File: src/rtl/cmp_deglitch_counter.sv
// Comparator deglitcher: 2-flop synchronizer, stability-filter FSM, saturating
// rising-edge counter with sticky overflow, and a req/ack snapshot register.
module cmp_deglitch_counter #(
    parameter int FILT_LEN = 4,
    parameter int CNT_W    = 8
) (
    input  logic             clk,
    input  logic             rst_n,
    input  logic             ena,
    input  logic             cmp_in,
    input  logic             clear,
    input  logic             snap_req,
    input  logic             snap_ack,
    output logic             cmp_filt,
    output logic             rise_pulse,
    output logic             fall_pulse,
    output logic [CNT_W-1:0] count,
    output logic             overflow,
    output logic [CNT_W:0]   snap_data,
    output logic             snap_valid
);

    typedef enum logic [1:0] {
        ST_LOW    = 2'd0,
        ST_PEND_H = 2'd1,
        ST_HIGH   = 2'd2,
        ST_PEND_L = 2'd3
    } filt_state_t;

    localparam logic [3:0]       STAB_LAST = 4'(FILT_LEN - 1);
    localparam logic [CNT_W-1:0] CNT_MAX   = '1;

    logic [1:0]  sync_q;
    logic        cmp_s;
    filt_state_t state, state_next;
    logic [3:0]  stab, stab_next;
    logic        enter_high;
    logic        enter_low;

    // The synchronizer keeps sampling while disabled so cmp_s is never stale.
    // NOTE: sequential state uses non-blocking assignments so every flop
    // samples pre-edge values, independent of process ordering.
    always_ff @(posedge clk or negedge rst_n) begin
        if (!rst_n) begin
            sync_q <= 2'b00;
        end else begin
            sync_q <= {sync_q[0], cmp_in};
        end
    end

    assign cmp_s = sync_q[1];

    always_ff @(posedge clk or negedge rst_n) begin
        if (!rst_n) begin
            state <= ST_LOW;
            stab  <= 4'd0;
        end else if (ena) begin
            state <= state_next;
            stab  <= stab_next;
        end
    end

    // NOTE: defaults ahead of the case keep this purely combinational; any
    // path that skipped an assignment would otherwise infer a latch.
    always_comb begin
        state_next = state;
        stab_next  = stab;
        case (state)
            ST_LOW: begin
                if (cmp_s) begin
                    state_next = ST_PEND_H;
                    stab_next  = 4'd1;
                end
            end
            ST_PEND_H: begin
                if (!cmp_s) begin
                    state_next = ST_LOW;
                    stab_next  = 4'd0;
                end else if (stab == STAB_LAST) begin
                    state_next = ST_HIGH;
                    stab_next  = 4'd0;
                end else begin
                    stab_next  = stab + 4'd1;
                end
            end
            ST_HIGH: begin
                if (!cmp_s) begin
                    state_next = ST_PEND_L;
                    stab_next  = 4'd1;
                end
            end
            ST_PEND_L: begin
                if (cmp_s) begin
                    state_next = ST_HIGH;
                    stab_next  = 4'd0;
                end else if (stab == STAB_LAST) begin
                    state_next = ST_LOW;
                    stab_next  = 4'd0;
                end else begin
                    stab_next  = stab + 4'd1;
                end
            end
        endcase
    end

    // Only PEND_H->HIGH and PEND_L->LOW change the filtered level.
    always_comb begin
        cmp_filt   = (state == ST_HIGH) || (state == ST_PEND_L);
        enter_high = ena && (state == ST_PEND_H) && (state_next == ST_HIGH);
        enter_low  = ena && (state == ST_PEND_L) && (state_next == ST_LOW);
    end

    always_ff @(posedge clk or negedge rst_n) begin
        if (!rst_n) begin
            rise_pulse <= 1'b0;
            fall_pulse <= 1'b0;
        end else begin
            rise_pulse <= enter_high;
            fall_pulse <= enter_low;
        end
    end

    // Clear wins over a same-edge increment; overflow is sticky until cleared.
    always_ff @(posedge clk or negedge rst_n) begin
        if (!rst_n) begin
            count    <= '0;
            overflow <= 1'b0;
        end else if (clear) begin
            count    <= '0;
            overflow <= 1'b0;
        end else if (enter_high) begin
            if (count == CNT_MAX) begin
                overflow <= 1'b1;
            end else begin
                count <= count + 1'b1;
            end
        end
    end

    // Snapshot captures pre-edge values, so req together with clear reads the
    // old count while the counter is zeroed. An ack drops a same-cycle req.
    always_ff @(posedge clk or negedge rst_n) begin
        if (!rst_n) begin
            snap_data  <= '0;
            snap_valid <= 1'b0;
        end else if (snap_valid) begin
            if (snap_ack) begin
                snap_valid <= 1'b0;
            end
        end else if (snap_req) begin
            snap_data  <= {overflow, count};
            snap_valid <= 1'b1;
        end
    end

endmodule

File: config.mk
export PLATFORM = sky130hd
export DESIGN_NAME = cmp_deglitch_counter
export DESIGN_NICKNAME = d
export VERILOG_FILES = /design/src/rtl/cmp_deglitch_counter.sv
export SDC_FILE = /design/constraint.sdc
export NUM_CORES = 1
export LEC_CHECK = 0
export CORE_AREA = 2 2 51 58
export CTS_BUF_LIST = sky130_fd_sc_hd__clkbuf_16
export CTS_CLUSTER_DIAMETER = 30
export DETAILED_ROUTE_END_ITERATION = 16
export DIE_AREA = 0 0 53 60
export PLACE_DENSITY = 0.91
export SLEW_MARGIN = 20
export SYNTH_ARGS = -nofsm -noshare
export SYNTH_HDL_FRONTEND = slang
export SYNTH_SLANG_ARGS = --single-unit
File: constraint.sdc
create_clock -name clk -period 4.3 [get_ports clk]
set_input_delay 0.86 -clock clk [delete_from_list [all_inputs] [get_ports clk]]
set_output_delay 0.86 -clock clk [all_outputs]
set_load 0.005 [all_outputs]
; ---- Yosys cells after proc, flatten, opt, wreduce, memory -nomap -nowiden
; Cells that the tools add are included.
[op_classes]
n_mux = 22
eq_ne = 9
addsub = 2
bitwise = 1
reduce_logical = 13
[op_table]
columns = op, n
row1 = $mux W8, 3
row2 = $mux W4, 5
row3 = $pmux W4 S4, 1
row4 = $mux W2, 6
row5 = $add A8 B1 Y8 const B, 1
row6 = $eq A8 B8 Y1 const B, 1
row7 = $pmux W2 S4, 1
row8 = $eq A2 B2 Y1 const B, 3
row9 = $mux W1, 6
row10 = $ne A2 B2 Y1 const B, 3
row11 = $reduce_and A2 Y1, 3
row12 = $add A4 B1 Y4 const B, 1
row13 = $eq A4 B2 Y1 const B, 1
row14 = $logic_and A1 B1 Y1, 4
row15 = $logic_not A2 Y1, 2
row16 = $reduce_bool A2 Y1, 2
row17 = $reduce_and A3 Y1, 1
row18 = $eq A2 B1 Y1 const B, 1
row19 = $logic_or A1 B1 Y1, 1
row20 = $not A1 Y1, 1
[word_totals]
register_bits = 29
wordCells = 56

; ---- Longest topological paths before layout
; Gate-level depths: netlist of the first run.
[depth]
word_depth = 8
ltp_mapped = 7
ltp_nobuf = 6

; ---- Worst setup path before layout of the first run
; OpenSTA, ideal clock, no wires.
[synth_path]
path_kind = input to register
start = input ena
end = register count[5]
n_path_buf = 1
path_slack_ns = 2.386
path_stages = 4
t_required_ns = 4.175
setup_time_ns = 0.125
arrival_ns = 1.790
cell_sequence = buf_2 -> nand4b_4 -> nor4_1 -> mux2_2
[synth_via]
elab_chain_len = 4
[synth_rtl]
columns = item, line
row1 = "start, declared", 9  ; input logic ena,
row2 = $logic_and A1 B1 Y1 (2 in a row), 109  ; enter_high = ena && (state == ST_PEND_H) && (state_next == ST_HIGH);
row3 = $reduce_bool A2 Y1 (no line), n/a
row4 = $reduce_and A2 Y1 (no line), n/a
row5 = "end signal, assigned", 135  ; count <= count + 1'b1;
row6 = "end, declared", 17  ; output logic [CNT_W-1:0] count,
; No other way between the ends.
; A chain may end at the register's enable or synchronous reset.

; ---- Final worst setup path of the first run
; Ends and elaborated chain as after synthesis.

==> Implementation_results.wiki, run 1 <==
{| class="wikitable"
! Metric !! Value
|-
| Relative area change from synthesis to final layout || 34.5%
|-
| Capturing element type of the critical path || flip-flop
|-
| Routability-driven placement congestion ratio || 0.814
|-
| Synth top area share || 56.3%
|-
| Count of instances resized after the clock tree is built || 0
|-
| Critical setup path kind || in2reg
|-
| Category of cells accounting for the largest share of critical-path delay || buffers and inverters
|-
| Sequential cell area fraction in the yosys report || 56.3%
|-
| Adder and majority gate portion of the synthesized area || 1.94%
|-
| WL final || 2830 µm
|-
| Max Freq || 407 MHz
|-
| Largest net degree at the start of global routing || 30
|-
| Reported net switching power || 193 µW
|-
| Internal power contribution || 562 µW
|-
| Buffer type at the clock tree root || sky130_fd_sc_hd__clkbuf_16
|-
| Port Buffers || 28
|-
| Gate count of the mapped netlist || 112
|-
| Antenna violations before repair || 0
|-
| Startpoint class of the critical path || input port
|-
| First-pass GRT wire length || 4680 µm
|-
| Drt drc || 0
|-
| Post-synthesis share of cell area spent on xor and xnor gates || 0.680%
|-
| Via count of the first global-routing pass || 1033
|-
| Total count of max-transition violations in the final report || 0
|-
| Final routed wire length divided by cell count || 16.0 µm
|-
| Outcome || complete, no violations
|-
| Number of detailed-route iterations in the first pass || 4
|-
| Overall track demand over capacity in global routing || 21.1%
|-
| Clock tree buffer depth || 2
|-
| CTS tree || done
|-
| Final Critical Period || 2.46 ns
|-
| I/O pin total || 29
|-
| Net count of the mapped netlist || 121
|-
| Clock group share of total power || 42.6%
|-
| Count of final setup violators || 0
|-
| Die Span Y || 60 µm
|-
| Congestion Overflow GR || 0
|-
| Summed instance area of the synthesized netlist || 1290 µm²
|-
| Cell Rows || 20
|-
| Clock Skews || 0.00357 ns
|-
| Number of H-tree branching levels || 2
|-
| Crit Path Max Fanout || 15
|-
| Complex-gate fraction of the synthesized area || 11.6%
|-
| Worst VDD drop || 0.342 mV
|-
| Die footprint || 3180 µm²
|-
| Tcrit/Tclk final || 57.2%
|-
| Proportion of layout cells with a drive suffix above 1 || 14.6%
|-
| Antenna cells || 0
|-
| Total power density per cell area || 436 nW/µm²
|-
| Average cell area after synthesis || 11.5 µm²
|-
| Max-cap viol count || 0
|-
| Later-pin clock latency in the skew report || 0.27 ns
|-
| LEAKAGE || 0.767 nW
|-
| Number of clock buffers inserted by TritonCTS || 5
|-
| Placeable core region || 2630 µm²
|-
| Routed vias/inst || 5.73
|-
| Slowest cell delay on critical path || 0.69 ns
|-
| Register share of total power || 42.8%
|-
| Crit-path cells || clkdlybuf4s50_1 > nand4b_4 > nor4_1 > mux2_2
|-
| Fill cell instance count of the final layout || 224
|-
| Detailed placement HPWL || 1960 µm
|-
| Headroom to the max-slew limit || 56.2%
|-
| Antenna Violating Nets Remaining || 0
|-
| Area after DPL || 1600 µm²
|-
| Library cell contributing the largest single delay on the critical path || sky130_fd_sc_hd__clkdlybuf4s50_1
|-
| Synthesized-area fraction occupied by and/or/nand/nor cells || 16.1%
|-
| Worst hold-check path type || reg2reg
|-
| Net Sw Frac || 25.5%
|-
| Logic gate share of total power || 14.6%
|-
| Clock-pin slew on the worst setup and hold paths || 0.05 ns
|-
| Number of buffers added to fix hold violations after cts || 0
|-
| Worst EP required || 4.46 ns
|-
| Synth area leader || sky130_fd_sc_hd__dfrtp_1
|-
| Arrival time reported for the critical path endpoint || 2.62 ns
|-
| Multiplexer share of the synthesized area || 10.5%
|-
| Most area-consuming cells after synthesis || sky130_fd_sc_hd__dfrtp_1 (56%), sky130_fd_sc_hd__mux2_2 (10%), sky130_fd_sc_hd__a21oi_1 (3.9%)
|-
| RSZ-0062 raised after global routing || no
|-
| Seq cells post-synth || 29
|-
| Actual transition at the worst max-transition pin || 0.655 ns
|-
| Final TNS setup || 0 ns
|-
| DRC violation total after the first TritonRoute iteration || 21
|-
| Area of the multi-input gates || 526 µm²
|-
| Buf/Inv on CP || 1
|-
| Clock sink count || 29
|-
| Effective utilization at floorplan || 49.0%
|-
| Number of unique standard cell types used by synthesis || 27
|-
| Final hold viol count || 0
|-
| Design area || 1730 µm²
|-
| Vias after detailed routing || 1014
|-
| Yosys warns || 0
|-
| Total area of sequential cells || 726 µm²
|-
| Die X-Extent || 53 µm
|-
| Largest family of logic cells by synthesized area || simple AND/OR/NAND/NOR gates
|-
| Layout Nets || 152
|-
| Number of buffers added for setup after CTS || 0
|}
## power groups by stage
stage | combinational (mW) | clock [mW] | sequential, mW
after global placement | 0.101 | 0 | 0.323
after global routing | 0.122 | 0.341 | 0.327
after detailed placement | 0.112 | 0 | 0.326
after floorplan | 0.0720 | 0 | 0.319
after CTS | 0.112 | 0.329 | 0.322
final | 0.110 | 0.322 | 0.323
## cells in the mapped netlist
library cell,instances
sky130_fd_sc_hd__nor2_1,4
sky130_fd_sc_hd__o31ai_1,3
sky130_fd_sc_hd__mux2_2,12
sky130_fd_sc_hd__a31oi_1,1
sky130_fd_sc_hd__o41ai_1,2
sky130_fd_sc_hd__dfrtp_1,29
sky130_fd_sc_hd__inv_1,4
sky130_fd_sc_hd__or3_1,2
sky130_fd_sc_hd__and4bb_2,1
sky130_fd_sc_hd__nand2_1,9
sky130_fd_sc_hd__or4_1,3
sky130_fd_sc_hd__a22o_1,1
sky130_fd_sc_hd__o311ai_0,1
sky130_fd_sc_hd__nor4_1,1
sky130_fd_sc_hd__a21oi_1,10
sky130_fd_sc_hd__ha_1,2
sky130_fd_sc_hd__nor3b_1,2
sky130_fd_sc_hd__nand3b_1,1
sky130_fd_sc_hd__xor2_1,1
sky130_fd_sc_hd__and2_1,1
sky130_fd_sc_hd__buf_2,3
sky130_fd_sc_hd__clkbuf_1,2
sky130_fd_sc_hd__nand4b_4,1
sky130_fd_sc_hd__o21ai_0,7
sky130_fd_sc_hd__nand3_1,3
sky130_fd_sc_hd__nor2b_1,4
sky130_fd_sc_hd__nand4_1,2
## worst reg2reg max path: stages, from the launching register on
cell and delay, ns:
sky130_fd_sc_hd__dfrtp_1 0.44, sky130_fd_sc_hd__ha_1 0.23, sky130_fd_sc_hd__and4bb_2 0.30, sky130_fd_sc_hd__nand4b_4 0.22, sky130_fd_sc_hd__nor4_1 0.41, sky130_fd_sc_hd__mux2_2 0.38
## cell families after synthesis
logic type / count (synthesis)
AND/OR/NAND/NOR: 34
flip-flops: 29
AO/OA/AOI/OAI: 25
multiplexers: 12
buffers and inverters: 9
adder cells (fa/ha/maj): 2
XOR/XNOR: 1
## cells in the final DEF, fill, tap and decap left out, types with 2 or more instances in the layout
master and instances:
sky130_fd_sc_hd__dfrtp_1 29, sky130_fd_sc_hd__clkdlybuf4s50_1 28, sky130_fd_sc_hd__mux2_2 12, sky130_fd_sc_hd__a21oi_1 10, sky130_fd_sc_hd__nand2_1 9, sky130_fd_sc_hd__o21ai_0 7, sky130_fd_sc_hd__clkbuf_16 5, sky130_fd_sc_hd__inv_1 4
sky130_fd_sc_hd__nor2_1 4, sky130_fd_sc_hd__nor2b_1 4, sky130_fd_sc_hd__nand3_1 3, sky130_fd_sc_hd__o31ai_1 3, sky130_fd_sc_hd__or4_1 3, sky130_fd_sc_hd__nor3b_1 2, sky130_fd_sc_hd__nand4_1 2, sky130_fd_sc_hd__or3_1 2
sky130_fd_sc_hd__o41ai_1 2, sky130_fd_sc_hd__ha_1 2, sky130_fd_sc_hd__clkinv_1 2
## layout make-up
class | instances | area share (%)
Tap cell | 33 | 2.38
Clock inverter | 3 | 0.722
Multi-Input combinational cell | 74 | 30.3
Inverter | 4 | 0.866
Clock buffer | 5 | 7.22
Timing Repair Buffer | 29 | 16.6
Sequential cell | 29 | 41.9
## stage by stage
stage               util, %  std cells  setup WS, ns  total power, mW  hold slack (ns)
floorplan                 -        112          2.39            0.391            0.331
global placement       60.7        169          1.72            0.425            0.336
detailed placement     60.7        169          1.57            0.438            0.335
CTS                    66.0        177          1.85            0.763            0.343
global route           66.0        177          1.72            0.790            0.360
finish                 66.0        177          1.84            0.755            0.341
## worst paths after layout
check	end	depth (start not counted)	slack, ns	start
worst min-delay path	sync_q[1]$_DFF_PN0_	0	0.34	sync_q[0]$_DFF_PN0_
worst max register to register	count[5]$_DFFE_PN0P_	5	2.21	stab[0]$_DFFE_PN0P_
min in group asynchronous	snap_valid$_DFF_PN0_	2	0.97	rst_n
worst min register to register	sync_q[1]$_DFF_PN0_	0	0.34	sync_q[0]$_DFF_PN0_
worst max-delay path	count[5]$_DFFE_PN0P_	4	1.84	ena
max in group asynchronous	sync_q[0]$_DFF_PN0_	2	3.04	rst_n
## metal layers
layer / routed length [µm] / GRT usage, % / vias up
met5: 0 / 0 / -
met4: 43 / 8.06 / 0
met3: 148 / 8.50 / 4
met2: 1390 / 33.9 / 27
met1: 1250 / 25.3 / 508
li1: - / - / 475
## sequential cells by signal, indices dropped and copies added (netlist names)
register,cells
rise_pulse,1
fall_pulse,1
stab,4
state,2
sync_q,2
snap_valid,1
snap_data,9
count,8
overflow,1
Note: power is estimated with default switching activity, not from simulation.
==> run 2, diff against run 1 <==
--- a/config.mk
+++ b/config.mk
@@ -5,12 +5,12 @@
 export SDC_FILE = /design/constraint.sdc
 export NUM_CORES = 1
 export LEC_CHECK = 0
-export CORE_AREA = 2 2 51 58
+export CORE_AREA = 2 2 52 59
 export CTS_BUF_LIST = sky130_fd_sc_hd__clkbuf_16
 export CTS_CLUSTER_DIAMETER = 30
 export DETAILED_ROUTE_END_ITERATION = 16
-export DIE_AREA = 0 0 53 60
-export PLACE_DENSITY = 0.91
+export DIE_AREA = 0 0 54 61
+export PLACE_DENSITY = 0.88
 export SLEW_MARGIN = 20
 export SYNTH_ARGS = -nofsm -noshare
 export SYNTH_HDL_FRONTEND = slang
==> constraint.sdc (replaced) <==
create_clock -name clk -period 2.47 [get_ports clk]
set_input_delay 0.494 -clock clk [delete_from_list [all_inputs] [get_ports clk]]
set_output_delay 0.494 -clock clk [all_outputs]
set_load 0.005 [all_outputs]
==> run 2 against run 1 <==
Sequential share of layout area decreased by 0.15 points. Final area increased by 0.36%. First-iteration DRC count increased by 57%. Utilization decreased by 1.6 points. Sequential cell count unchanged. Routed wire length decreased by 2.5%. Critical endpoint unchanged. Highest routed layer unchanged. Critical path type is now reg2reg.
==> Implementation_results.wiki, run 2 (synthesized netlist as in run 1, its figures left out) <==
{| class="wikitable"
! Metric !! Value
|-
| CTS tree || done
|-
| Cell Rows || 20 (unchanged)
|-
| Final routed wire length divided by cell count || 15.5 µm (-3.0%)
|-
| Number of cell instances on the worst register-to-register path || 5 (unchanged)
|-
| Library cell contributing the largest single delay on the critical path || sky130_fd_sc_hd__dfrtp_1
|-
| Port Buffers || 28 (unchanged)
|-
| Number of clock buffers inserted by TritonCTS || 5 (unchanged)
|-
| Die Span Y || 61 µm (+1.7%)
|-
| First-pass GRT wire length || 4380 µm (-6.3%)
|-
| DRC violation total after the first TritonRoute iteration || 33 (+57%)
|-
| Slack of the critical path || 0.452 ns (-1.39 ns)
|-
| Largest net degree at the start of global routing || 30 (unchanged)
|-
| Number of flip-flops under the largest register name || 9 (unchanged)
|-
| Tcrit/Tclk final || 81.7%
|-
| Final hold viol count || 0 (unchanged)
|-
| Commonest non-fill, non-tap cells in the layout || sky130_fd_sc_hd__dfrtp_1 (29), sky130_fd_sc_hd__clkdlybuf4s50_1 (28), sky130_fd_sc_hd__mux2_2 (12), sky130_fd_sc_hd__a21oi_1 (10), sky130_fd_sc_hd__nand2_1 (9)
|-
| Register-to-Register Setup Slack || 0.45 ns (-1.76 ns)
|-
| Worst reg2reg startpoint || stab[0]$_DFFE_PN0P_
|-
| Register with the highest flop count || snap_data
|-
| Clock sink count || 29 (unchanged)
|-
| Arrival time reported for the critical path endpoint || 2.17 ns (-0.45 ns)
|-
| FF-to-FF End || count[5]$_DFFE_PN0P_
|-
| Outcome || complete, no violations
|-
| Antenna violations before repair || 0 (unchanged)
|-
| Vias after detailed routing || 1027 (+1.3%)
|-
| Buffer type at the clock tree root || sky130_fd_sc_hd__clkbuf_16
|-
| Max-cap viol count || 0 (unchanged)
|-
| Critical setup path kind || reg2reg
|-
| Placement-stage worst setup slack || 0.385 ns (-1.19 ns)
|-
| Number of buffers added to fix hold violations after cts || 0 (unchanged)
|-
| Final TNS setup || 0 ns (unchanged)
|-
| Number of cells on the worst hold path || 0 (unchanged)
|-
| Count of instances resized after the clock tree is built || 0 (unchanged)
|-
| Clock Skews || 0.00484 ns (+0.00126 ns)
|-
| Most frequent standard cell in the layout excluding fill and tap cells || sky130_fd_sc_hd__dfrtp_1
|-
| Crit-path cells || ha_1 > and4bb_2 > nand4b_4 > nor4_1 > mux2_2
|-
| Headroom to the max-slew limit || 56.3% (+0.19 points)
|-
| Congestion Overflow GR || 0 (unchanged)
|-
| Routed vias/inst || 5.77 (+0.71%)
|-
| Antenna Violating Nets Remaining || 0 (unchanged)
|-
| Via count of the first global-routing pass || 971 (-6.0%)
|-
| Die X-Extent || 54 µm (+1.9%)
|-
| Largest registers || snap_data (9), count (8), stab (4)
|-
| Max Freq || 496 MHz
|-
| Later-pin clock latency in the skew report || 0.27 ns (about the same)
|-
| Crit Path Max Fanout || 15 (unchanged)
|-
| Clock tree buffer depth || 2 (unchanged)
|-
| Count of final setup violators || 0 (unchanged)
|-
| Post-Place Cells || 170 (+0.59%)
|-
| Final Critical Period || 2.02 ns
|-
| WL final || 2760 µm (-2.5%)
|-
| Number of H-tree branching levels || 2 (unchanged)
|-
| Hold_sp || sync_q[0]$_DFF_PN0_
|-
| RSZ-0062 raised after global routing || no
|-
| Hold Path Sink || sync_q[1]$_DFF_PN0_
|-
| Die footprint || 3290 µm² (+3.6%)
|-
| Layout Nets || 153 (+0.66%)
|-
| Clock-pin slew on the worst setup and hold paths || 0.05 ns (about the same)
|-
| Final non-filler cell total || 178 (+0.56%)
|-
| Number of detailed-route iterations in the first pass || 4 (unchanged)
|-
| Overall track demand over capacity in global routing || 19.7% (-1.4 points)
|-
| Antenna cells || 0 (unchanged)
|-
| Number of buffers added for setup after CTS || 0 (unchanged)
|-
| Worst hold-check path type || reg2reg
|-
| Worst VDD drop || 0.529 mV (+54%)
|-
| Worst EP required || 2.62 ns (-1.84 ns)
|-
| I/O pin total || 29 (unchanged)
|-
| Detailed placement HPWL || 1900 µm (-2.9%)
|-
| LEAKAGE || 0.781 nW (+1.8%)
|-
| Total count of max-transition violations in the final report || 0 (unchanged)
|-
| Actual transition at the worst max-transition pin || 0.652 ns (-0.00283 ns)
|-
| Total power density per cell area || 747 nW/µm² (+71%)
|-
| Routability-driven placement congestion ratio || 0.748 (-8.1%)
|-
| Startpoint class of the critical path || flip-flop
|-
| Slowest cell delay on critical path || 0.42 ns (-0.27 ns)
|-
| Drt drc || 0 (unchanged)
|-
| Proportion of layout cells with a drive suffix above 1 || 14.5% (-0.10 points)
|-
| Capturing element type of the critical path || flip-flop
|-
| Effective utilization at floorplan || 47.7% (-1.4 points)
|-
| Placeable core region || 2700 µm² (+2.9%)
|-
| Relative area change from synthesis to final layout || 35.0%
|}
run 2: metal layers:
metal	up-vias	share of wire [%]	GRT usage (%)
met5	-	0	0
met4	0	2.7	12.9
met3	8	5.5	5.42
met2	47	51	32.4
met1	499	41	22.2
li1	473	-	-
run 2: worst max-delay path, delay by kind of cell, from the launching register on:
family                     cells  cell delay, ns
muxes                          1            0.37
adders and majority gates      1            0.23
and+or+nand+nor                3            0.88
DFF                            1            0.42
run 2: area by class of cell:
type / instances / area, µm²
clock inverter: 3 / 11.3
tap: 33 / 41.3
clock buffer: 5 / 125
timing repair buffer: 30 / 295
inverter: 4 / 15.0
sequential: 29 / 726
fill: 223 / 963
multi-input combinational: 74 / 526
run 2: through the flow:
| step | util, % | power [mW] | area [µm²] | hold WS (ns) |
|---|---|---|---|---|
| finish | 64.4 | 1.30 | 1740 | 0.344 |
| global route | 64.4 | 1.36 | 1740 | 0.363 |
| CTS | 64.4 | 1.31 | 1740 | 0.346 |
| detailed placement | 59.3 | 0.751 | 1600 | 0.337 |
| global placement | 59.3 | 0.738 | 1600 | 0.337 |
| floorplan | - | 0.681 | 1290 | 0.198 |
run 2: worst max path at each step:
stage / from / slack, ns / to / cells after the start
floorplan: stab[0]$_DFFE_PN0P_ / 0.75 / count[5]$_DFFE_PN0P_ / 5
global placement: ena / 0.43 / count[5]$_DFFE_PN0P_ / 4
detailed placement: ena / 0.38 / count[5]$_DFFE_PN0P_ / 4
CTS: stab[0]$_DFFE_PN0P_ / 0.45 / count[5]$_DFFE_PN0P_ / 5
global route: stab[0]$_DFFE_PN0P_ / 0.29 / count[5]$_DFFE_PN0P_ / 5
finish: stab[0]$_DFFE_PN0P_ / 0.45 / count[5]$_DFFE_PN0P_ / 5
run 2: report_power, final:
part	switching (mW)	leakage, nW	total (mW)	internal [mW]
Combinational	0.0892	0.311	0.190	0.101
Sequential	0.0437	0.392	0.560	0.516
Clock	0.189	0.0776	0.549	0.360
==> run 3, diff against run 2 <==
--- a/config.mk
+++ b/config.mk
@@ -5,12 +5,12 @@
 export SDC_FILE = /design/constraint.sdc
 export NUM_CORES = 1
 export LEC_CHECK = 0
-export CORE_AREA = 2 2 52 59
+export CORE_AREA = 2 2 55 62
 export CTS_BUF_LIST = sky130_fd_sc_hd__clkbuf_16
 export CTS_CLUSTER_DIAMETER = 30
 export DETAILED_ROUTE_END_ITERATION = 16
-export DIE_AREA = 0 0 54 61
-export PLACE_DENSITY = 0.88
+export DIE_AREA = 0 0 57 64
+export PLACE_DENSITY = 0.84
 export SLEW_MARGIN = 20
 export SYNTH_ARGS = -nofsm -noshare
 export SYNTH_HDL_FRONTEND = slang
==> constraint.sdc (replaced) <==
create_clock -name clk -period 1.64 [get_ports clk]
set_input_delay 0.328 -clock clk [delete_from_list [all_inputs] [get_ports clk]]
set_output_delay 0.328 -clock clk [all_outputs]
set_load 0.005 [all_outputs]
==> run 3 against run 2 <==
The run now ends with negative setup slack left. First-iteration DRC count shrank 15%. Non-clock buffer count grew 22. Final area grew 12%. Largest cell class unchanged. Sequential power grew 46%. Highest routed layer unchanged. Routed wire length grew 5.2%. Register-to-register slack lost 0.57 ns. Cell count grew 12%. Global-route usage shrank 2.2 points.
==> Implementation_results.wiki, run 3 (synthesized netlist as in run 1, its figures left out) <==
{| class="wikitable"
! Metric !! Value
|-
| Congestion Overflow GR || 0 (unchanged)
|-
| Count of final setup violators || 8 (+8)
|-
| Proportion of layout cells with a drive suffix above 1 || 30.1% (+16 points)
|-
| First-pass GRT wire length || 4880 µm (+11%)
|-
| Logic gate share of total power || 20.2% (+5.6 points)
|-
| DRC violation total after the first TritonRoute iteration || 28 (-15%)
|-
| Die Span Y || 64 µm (+4.9%)
|-
| Antenna Violating Nets Remaining || 0 (unchanged)
|-
| Port Buffers || 28 (unchanged)
|-
| Capturing element type of the critical path || flip-flop
|-
| RSZ-0062 raised after global routing || yes
|-
| Vias after detailed routing || 1116 (+8.7%)
|-
| Final Critical Period || 1.75 ns (-0.263 ns)
|-
| Commonest non-fill, non-tap cells in the layout || sky130_fd_sc_hd__dfrtp_1 (29), sky130_fd_sc_hd__clkdlybuf4s50_1 (27), sky130_fd_sc_hd__buf_4 (22), sky130_fd_sc_hd__mux2_2 (11), sky130_fd_sc_hd__nand2_1 (8)
|-
| Antenna violations before repair || 0 (unchanged)
|-
| Effective utilization at floorplan || 43.0% (-4.7 points)
|-
| Worst hold-check path type || reg2reg
|-
| Crit Path Max Fanout || 8 (-7)
|-
| Number of detailed-route iterations in the first pass || 4 (unchanged)
|-
| Clock Skews || 0.00295 ns (-0.00189 ns)
|-
| Placeable core region || 3000 µm² (+11%)
|-
| Max-cap viol count || 0 (unchanged)
|-
| Design area || 1950 µm² (+12%)
|-
| Number of H-tree branching levels || 2 (unchanged)
|-
| Tcrit/Tclk final || 107% (+25 points)
|-
| Clock sink count || 29 (unchanged)
|-
| Headroom to the max-slew limit || 66.6% (+10 points)
|-
| Register share of total power || 40.1% (-3.0 points)
|-
| Library cell contributing the largest single delay on the critical path || sky130_fd_sc_hd__dfrtp_1
|-
| Detailed placement HPWL || 2030 µm (+6.5%)
|-
| WL final || 2900 µm (+5.2%)
|-
| Routed vias/inst || 5.58 (-3.3%)
|-
| Later-pin clock latency in the skew report || 0.27 ns (about the same)
|-
| Via count of the first global-routing pass || 1124 (+16%)
|-
| Outcome || complete, but fails checks
|-
| Final hold viol count || 0 (unchanged)
|-
| Number of clock buffers inserted by TritonCTS || 5 (unchanged)
|-
| Arrival time reported for the critical path endpoint || 1.91 ns (-0.26 ns)
|-
| Crit-path cells || ha_1 > and4bb_2 > nand4b_4 > buf_6 > nor4_4 > mux2_4
|-
| Total area of sequential cells || 726 µm² (unchanged)
|-
| Internal power contribution || 1.55 mW (+58%)
|-
| Die X-Extent || 57 µm (+5.6%)
|-
| Number of buffers added to fix hold violations after cts || 0 (unchanged)
|-
| CTS tree || done
|-
| Reported net switching power || 496 µW (+54%)
|-
| Area after DPL || 1740 µm² (+8.4%)
|-
| Worst hold margin || 0.343 ns (-0.000755 ns)
|-
| Antenna cells || 0 (unchanged)
|-
| Placement-stage worst setup slack || -0.202 ns (-0.587 ns)
|-
| Most frequent standard cell in the layout excluding fill and tap cells || sky130_fd_sc_hd__dfrtp_1
|-
| Overall track demand over capacity in global routing || 17.5% (-2.2 points)
|-
| Final routed wire length divided by cell count || 14.5 µm (-6.4%)
|-
| Worst VDD drop || 1.11 mV (+110%)
|-
| Number of flip-flops under the largest register name || 9 (unchanged)
|-
| Die footprint || 3650 µm² (+11%)
|-
| Largest net degree at the start of global routing || 30 (unchanged)
|-
| Cell Rows || 21 (+5.0%)
|-
| Largest registers || snap_data (9), count (8), stab (4)
|-
| Slowest cell delay on critical path || 0.35 ns (-0.07 ns)
|-
| Register with the highest flop count || snap_data
|-
| Fill cell instance count of the final layout || 206 (-7.6%)
|-
| Critical setup path kind || reg2reg
|-
| Clock group share of total power || 39.7% (-2.6 points)
|-
| Net Sw Frac || 24.3% (-0.51 points)
|-
| LEAKAGE || 0.907 nW (+16%)
|-
| Clock-pin slew on the worst setup and hold paths || 0.04 ns (about the same)
|-
| Relative area change from synthesis to final layout || 51.5%
|-
| Drt drc || 0 (unchanged)
|-
| Max Freq || 570 MHz (+15%)
|-
| I/O pin total || 29 (unchanged)
|-
| Slack of the critical path || -0.115 ns (-0.567 ns)
|-
| Clock tree buffer depth || 2 (unchanged)
|-
| Startpoint class of the critical path || flip-flop
|-
| Actual transition at the worst max-transition pin || 0.501 ns (-0.151 ns)
|-
| Total count of max-transition violations in the final report || 0 (unchanged)
|-
| Worst EP required || 1.79 ns (-0.83 ns)
|-
| Routability-driven placement congestion ratio || 0.823 (+10%)
|-
| Total power density per cell area || 1050 nW/µm² (+40%)
|-
| Layout Nets || 175 (+14%)
|-
| Buffer type at the clock tree root || sky130_fd_sc_hd__clkbuf_16
|-
| Area of the multi-input gates || 566 µm² (+7.6%)
|-
| Failing checks || negative setup slack
|}
## run 3: cell types whose count changed in the layout (fill, tap and decap cells not counted), moves of 2 or more
cell	before	now
sky130_fd_sc_hd__a21oi_1	10	7
sky130_fd_sc_hd__buf_4	2	22
sky130_fd_sc_hd__inv_1	7	5
sky130_fd_sc_hd__buf_6	0	2
sky130_fd_sc_hd__a21oi_2	0	3
## run 3: worst paths after layout
kind                                startpoint                       end  slack (ns)  cells past startpoint
max                        stab[0]$_DFFE_PN0P_      count[5]$_DFFE_PN0P_       -0.11                      6
min                        sync_q[0]$_DFF_PN0_       sync_q[1]$_DFF_PN0_        0.34                      0
min reg2reg                sync_q[0]$_DFF_PN0_       sync_q[1]$_DFF_PN0_        0.34                      0
max reg2reg                stab[0]$_DFFE_PN0P_      count[5]$_DFFE_PN0P_       -0.11                      6
max in group asynchronous                rst_n       stab[1]$_DFFE_PN0P_        0.90                      2
min in group asynchronous                rst_n  snap_data[8]$_DFFE_PN0P_        0.47                      2
## run 3: timing repair
action,CTS,global route
gates cloned,0,0
pin swaps,3,1
buffers inserted,2,3
resized for setup,4,7
setup endpoints to repair,6,11
## run 3: metal layers
metal	GRT usage, %	vias to the layer above	routed length [µm]
li1	-	517	-
met1	19.5	556	1150
met2	30.0	38	1540
met3	5.47	5	153
met4	8.43	0	57
met5	0	-	0
## run 3: power by group through the flow
stage          Clock [mW]  Combinational, mW  Sequential (mW)
2_1_floorplan           0              0.190            0.837
3_3_place_gp            0              0.363            0.827
3_5_place_dp            0              0.383            0.829
4_1_cts             0.829              0.397            0.820
5_1_grt             0.867              0.461            0.827
6_report            0.810              0.413            0.819
## run 3: area by class of cell
cell class                 count  area share, %
sequential                    29           37.2
multi-input combinational     74           29.0
timing repair buffer          52           24.1
clock buffer                   5           6.41
tap                           34           2.18
inverter                       4          0.769
clock inverter                 2          0.385
## run 3: metrics by stage
| step | setup TNS, ns | total power, mW | instances | utilization, % |
|---|---|---|---|---|
| global placement | -0.590 | 1.19 | 188 | 58.0 |
| floorplan | -0.182 | 1.03 | 112 | - |
| global route | -1.38 | 2.16 | 200 | 65.2 |
| detailed placement | -0.943 | 1.21 | 188 | 58.0 |
| finish | -0.608 | 2.04 | 200 | 65.2 |
| CTS | -0.399 | 2.05 | 197 | 63.6 |
## run 3: worst max-delay path, delay by kind of cell, from the launching register on
kind	cells	cell delay, ns
adder cells (fa/ha/maj)	1	0.17
AND/OR/NAND/NOR	3	0.61
buffers and inverters	1	0.17
flip-flops	1	0.35
multiplexers	1	0.33
